`src/rtl/aes_axis_block_packer.sv`:
```
// Packs a DATA_W-bit AXI-Stream into mode-tagged 128-bit AES blocks queued in a DEPTH-entry FIFO.
// Optional AES_PKT_PAD_EN: a short packet is zero-padded into a block instead of being dropped.
module aes_axis_block_packer #(
  parameter int unsigned DATA_W = 32,
  parameter int unsigned DEPTH  = 4
) (
  input  logic                    axis_aclk,
  input  logic                    axis_aresetn,
  input  logic                    clear_i,
  input  logic [1:0]              mode_i,
  input  logic [DATA_W-1:0]       s_axis_tdata,
  input  logic                    s_axis_tvalid,
  input  logic                    s_axis_tlast,
  output logic                    s_axis_tready,
  output logic [127:0]            m_blk_data,
  output logic [1:0]              m_blk_mode,
  output logic                    m_blk_last,
  output logic                    m_blk_pad,
  output logic                    m_blk_valid,
  input  logic                    m_blk_ready,
  output logic [$clog2(DEPTH):0]  level_o,
  output logic                    err_o
);

  localparam int unsigned WORDS = 128 / DATA_W;
  localparam int unsigned CNT_W = (WORDS > 1) ? $clog2(WORDS) : 1;
  localparam int unsigned PTR_W = $clog2(DEPTH);
  localparam int unsigned LVL_W = PTR_W + 1;
`ifdef AES_PKT_PAD_EN
  localparam int unsigned ENT_W = 132;
`else
  localparam int unsigned ENT_W = 131;
`endif

  logic [CNT_W-1:0] wcnt_q, wcnt_d;
  logic [127:0]     asm_q, blk_c;
  logic [1:0]       mode_q, blk_mode_c;
  logic             err_q, err_d;
  logic [LVL_W-1:0] level_q, level_d;
  logic [PTR_W-1:0] wr_ptr_q, wr_ptr_d, rd_ptr_q, rd_ptr_d;
  logic [ENT_W-1:0] mem_q [DEPTH];
  logic [ENT_W-1:0] entry_c, head_c;
  logic             last_word_c, full_c, xfer_c, push_c, drop_c, pop_c;

  assign last_word_c = (wcnt_q == CNT_W'(WORDS - 1));
  assign full_c      = (level_q == LVL_W'(DEPTH));
  assign xfer_c      = s_axis_tvalid && s_axis_tready;
  assign pop_c       = m_blk_valid && m_blk_ready;

`ifdef AES_PKT_PAD_EN
  assign s_axis_tready = !(full_c && (last_word_c || s_axis_tlast));
  assign push_c        = xfer_c && (last_word_c || s_axis_tlast);
  assign drop_c        = 1'b0;
  assign entry_c       = {!last_word_c, blk_mode_c, s_axis_tlast, blk_c};
`else
  assign s_axis_tready = !(full_c && last_word_c);
  assign push_c        = xfer_c && last_word_c;
  assign drop_c        = xfer_c && s_axis_tlast && !last_word_c;
  assign entry_c       = {blk_mode_c, s_axis_tlast, blk_c};
`endif

  // Block as it would look with the current word merged; a new block starts from zeros
  always_comb begin
    blk_c      = (wcnt_q == '0) ? '0 : asm_q;
    blk_mode_c = (wcnt_q == '0) ? mode_i : mode_q;
    for (int unsigned k = 0; k < WORDS; k++) begin
      if (wcnt_q == CNT_W'(k)) blk_c[127 - k*DATA_W -: DATA_W] = s_axis_tdata;
    end
  end

  always_comb begin
    wcnt_d   = wcnt_q;
    err_d    = err_q;
    level_d  = level_q;
    wr_ptr_d = wr_ptr_q;
    rd_ptr_d = rd_ptr_q;
    if (clear_i) begin
      wcnt_d   = '0;
      err_d    = 1'b0;
      level_d  = '0;
      wr_ptr_d = '0;
      rd_ptr_d = '0;
    end else begin
      if (xfer_c) wcnt_d = (push_c || drop_c) ? '0 : wcnt_q + CNT_W'(1);
      if (drop_c) err_d = 1'b1;
      if (push_c) wr_ptr_d = wr_ptr_q + PTR_W'(1);
      if (pop_c)  rd_ptr_d = rd_ptr_q + PTR_W'(1);
      case ({push_c, pop_c})
        2'b10:   level_d = level_q + LVL_W'(1);
        2'b01:   level_d = level_q - LVL_W'(1);
        default: level_d = level_q;
      endcase
    end
  end

  always_ff @(posedge axis_aclk or negedge axis_aresetn) begin
    if (!axis_aresetn) begin
      wcnt_q   <= '0;
      asm_q    <= '0;
      mode_q   <= '0;
      err_q    <= 1'b0;
      level_q  <= '0;
      wr_ptr_q <= '0;
      rd_ptr_q <= '0;
    end else begin
      wcnt_q   <= wcnt_d;
      err_q    <= err_d;
      level_q  <= level_d;
      wr_ptr_q <= wr_ptr_d;
      rd_ptr_q <= rd_ptr_d;
      if (xfer_c && !clear_i) begin
        asm_q  <= blk_c;
        mode_q <= blk_mode_c;
      end
    end
  end

  // Block storage; cleared on reset so the idle head reads as zero
  always_ff @(posedge axis_aclk or negedge axis_aresetn) begin
    if (!axis_aresetn) begin
      for (int unsigned i = 0; i < DEPTH; i++) mem_q[i] <= '0;
    end else if (push_c && !clear_i) begin
      mem_q[wr_ptr_q] <= entry_c;
    end
  end

  assign head_c      = mem_q[rd_ptr_q];
  assign m_blk_data  = head_c[127:0];
  assign m_blk_last  = head_c[128];
  assign m_blk_mode  = head_c[130:129];
  assign m_blk_valid = (level_q != '0);
  assign level_o     = level_q;
  assign err_o       = err_q;
`ifdef AES_PKT_PAD_EN
  assign m_blk_pad   = head_c[131];
`else
  assign m_blk_pad   = 1'b0;
`endif

endmodule

```
`config.mk`:
```
export PLATFORM = sky130hd
export DESIGN_NAME = aes_axis_block_packer
export DESIGN_NICKNAME = d
export VERILOG_FILES = /design/src/rtl/aes_axis_block_packer.sv
export SDC_FILE = /design/constraint.sdc
export NUM_CORES = 1
export LEC_CHECK = 0
export BUFFER_PORTS_ARGS = -buffer_cell sky130_fd_sc_hd__buf_2
export CORE_MARGIN = 3
export CORE_UTILIZATION = 40
export DETAILED_ROUTE_END_ITERATION = 10
export GPL_TIMING_DRIVEN = 0
export PLACE_DENSITY = 0.66
export SKIP_LAST_GASP = 1
export SLEW_MARGIN = 20
export SYNTH_ARGS = -nofsm -noshare
export SYNTH_HDL_FRONTEND = slang
export SYNTH_SLANG_ARGS = --single-unit
```
`constraint.sdc`:
```
create_clock -name axis_aclk -period 4.7 [get_ports axis_aclk]
set_input_delay 0.235 -clock axis_aclk [delete_from_list [all_inputs] [get_ports axis_aclk]]
set_output_delay 0.235 -clock axis_aclk [all_outputs]
set_load 0.005 [all_outputs]
```
==> summary.txt <==
Outcome
  • Outcome: finished clean

Setup path
  • Top cell by count, worst path: clkbuf_1
  • Crit-path leading delay family: buffers and inverters
  • Critical Path Sink Type: primary output
  • Slowest stage delay, CP: 0.84 ns
  • Arrival time at the worst endpoint: 3.46 ns
  • Setup CP Type: reg -> out
  • Slowest cell on the critical path: clkbuf_1
  • Reg2Reg Launch Point: wcnt_q[0]
  • R2R Path End: mem_q[93]
  • CP endpoint: m_blk_data[51]
  • R2R Setup Slk: 2.03 ns
  • Worst path cell trace: clkbuf_1, clkbuf_1, clkbuf_1, mux4_2, buf_2
  • Worst endpoint required time: 4.47 ns
  • CP max FO: 10
  • Critical path depth in cells: 5
  • Bufs and invs on worst path: 4
  • Worst reg-to-reg path cell count: 7
  • CP Launch Point: rd_ptr_q[1]
  • Crit path launch type: flop

Timing
  • Slew @ Worst Pin: 1.06 ns
  • Final Hold Vio Count: 0
  • Worst setup margin: 1.01 ns
  • Max-slew violation count: 0
  • Setup Skew: 0.0301 ns
  • Final setup viols: 0
  • Post-layout min period: 3.69 ns
  • Slew headroom: 0.291
  • Fin crit share: 0.786
  • RSZ-0062 raised after global routing: false
  • Achievable frequency: 271 MHz

Detailed routing
  • Drt first pass iters: 5
  • Via count: 21,800
  • Post-DRT Antenna Nets: 0
  • Routed vias/inst: 5.82
  • DR iter-0 viols: 2,535
  • Residual DRC: 0
  • Final WL: 89.4 mm
  • WL/cell: 23.9 um

Place
  • Dpl hpwl: 61.1 mm
  • Global placement routability congestion: 0.871
  • Post-Place Worst Slack: 1.72 ns
  • PortBufs: 176

Finish
  • Core occupancy in the finished layout: 0.471
  • Share of cells above drive strength 1: 0.200
  • Fill cells: 6,156
  • Nets@finish: 2,803
  • Layout area overhead: 16.5%

Floorplanning
  • Initial Util: 0.404
  • Die area: 72,800 sq um
  • Chip width: 270 um
  • Die height: 270 um
  • Total core area: 68,800 sq um
  • Rows: 96
  • I/O pin total: 178

Power and ir drop
  • Leakage power: 15.4 nW
  • PD cells: 394 nW/um^2
  • Maximum vdd drop: 312 uV

Clocking
  • CTS max path bufs: 3
  • Clk sink count: 664
  • Post-CTS Resized: 0
  • Worst-Skew Late Latency: 0.62 ns
  • H-tree lvl count: 3
  • CTS clk-pin slew, worst paths: 0.06 ns
  • Hold-fix buffer count after cts: 2
  • CTS Buf Count: 70
  • TritonCTS clock tree: done
  • Setup Buffers After CTS: 0
  • Root buf cell: clkbuf_16

Min path
  • Hold Crit Class: in -> reg

Synthesis
  • Synthesis Warnings: 0
  • Net Count, Synth: 2,547
  • Number of distinct library cells after synthesis: 36
  • Post-Synthesis Cell Area: 27,800 sq um
  • Mapped Cells: 2,498
  • Mean Syn Cell Area: 11.1 sq um
  • Flop and latch count out of synthesis: 664
  • Sequential share of the synthesized area: 0.597

GRT
  • Number of global-route vias before repair: 22,400
  • Total grt overflow: 0
  • Gr usage total: 0.243
  • Pin count of the biggest net entering global routing: 110
  • Initial antenna violation count: 8
  • First-pass GRT wire length: 135 mm

Run
  • Max-cap viol count: 0
==> registers in the layout (all words and copies together), names as in the netlist <==
register,cells
wcnt_q,2
mode_q,2
level_o,3
err_o,1
asm_q,128
wr_ptr_q,2
rd_ptr_q,2
mem_q,524
==> layout make-up <==
class	instances	area (sq um)	share of cell area
sequential	664	16600	0.512
clock inverter	21	210	0.00648
antenna	2	5.00	0.000154
multi-input combinational	1625	10200	0.314
clock buffer	105	2140	0.0659
tap	931	1160	0.0359
buffer	203	1000	0.0309
timing repair buffer	184	1080	0.0332
inverter	6	22.5	0.000694
==> power breakdown <==
part	leakage (nW)	switching (W)	total [W]	internal (W)
registers	8.96	0.000123	0.00606	0.00594
logic	5.28	0.000707	0.00108	0.000377
clock network	1.16	0.00232	0.00564	0.00332
total	15.4	0.00315	0.0128	0.00964
==> cells in the final DEF, fill, tap and decap left out, drive strengths merged, types with 2 or more instances in the layout <==
cell type,instances
clkinvlp,3
xor2,2
bufinv,3
dlygate4sd3,2
nand2,4
buf,325
diode,2
inv,8
a22oi,94
a21oi,655
nor2,663
mux2i,35
nor4b,5
mux2,4
clkinv,13
nor3b,4
ha,8
xnor2,2
mux4,131
nor3,2
clkbuf,165
dfrtp,664
==> synth_stat cells <==
cell type,instances,area share
a211oi_1,1,0.00027
a21oi_1,655,0.12
a22oi_1,94,0.025
a31oi_1,1,0.00022
and2_1,1,0.00022
and4_1,1,0.00031
buf_1,12,0.0016
buf_2,100,0.018
buf_4,31,0.0084
clkbuf_1,60,0.0081
conb_1,1,0.00013
dfrtp_1,664,0.60
fa_1,1,0.00072
ha_1,8,0.0036
inv_1,6,0.00081
mux2_2,4,0.0016
mux2i_1,35,0.013
mux4_2,131,0.11
nand2_1,4,0.00054
nand4bb_1,1,0.00040
nor2_1,663,0.089
nor3_1,2,0.00036
nor3b_1,3,0.00081
nor3b_2,1,0.00045
nor4_1,1,0.00022
nor4b_1,5,0.0016
o2111ai_1,1,0.00031
o21a_1,1,0.00027
o21ai_0,1,0.00018
o221ai_2,1,0.00054
o31a_1,1,0.00031
o31ai_1,1,0.00027
or3_1,1,0.00022
or3b_2,1,0.00031
xnor2_1,2,0.00063
xor2_1,2,0.00063
==> through the flow <==
stage | power, W | area [sq um] | cells | hold WS, ns | setup TNS [ns]
after CTS | 0.0129 | 32400 | 3739 | 0.0211 | 0
after floorplan | 0.00673 | 27800 | 2498 | -0.0606 | 0
after detailed placement | 0.00725 | 30100 | 3611 | 0.185 | 0
after global routing | 0.0132 | 32400 | 3739 | 0.0413 | 0
after global placement | 0.00718 | 29900 | 3605 | 0.486 | -6218.35
final | 0.0128 | 32400 | 3741 | 0.0562 | 0
==> per-layer routing <==
layer / up-vias / GRT usage / wire length [um] / share of wire
met5: - / 0 / 57 / 0.00064
met4: 10 / 0.116 / 4320 / 0.048
met3: 205 / 0.0655 / 9470 / 0.11
met2: 1164 / 0.374 / 40900 / 0.46
met1: 11100 / 0.321 / 34700 / 0.39
li1: 9278 / - / - / -
==> worst min path at each step <==
stage	from	endpoint	slack (ns)	cells after the start
after floorplan	axis_aresetn	asm_q[0]	-0.06	0
after global placement	mem_q[128]	mem_q[128]	0.49	1
after detailed placement	axis_aresetn	mem_q[197]	0.18	1
after CTS	s_axis_tlast	mem_q[521]	0.02	2
after global routing	s_axis_tlast	mem_q[128]	0.04	2
final	s_axis_tlast	mem_q[259]	0.06	2
==> logic make-up (layout without fill, tap and decap cells) <==
kind of cell               after synthesis  in the layout  synth area share
AOI/OAI and AO/OA                      757            757             0.145
xor gates and xnor gates                 4              4           0.00126
adders and majority gates                9              9           0.00432
buffers and inverters                  209            519            0.0369
DFF                                    664            664             0.597
muxes                                  170            170             0.120
other                                    1              3          0.000135
and+or+nand+nor                        684            684            0.0948
Note: power is estimated with default switching activity, not from simulation.
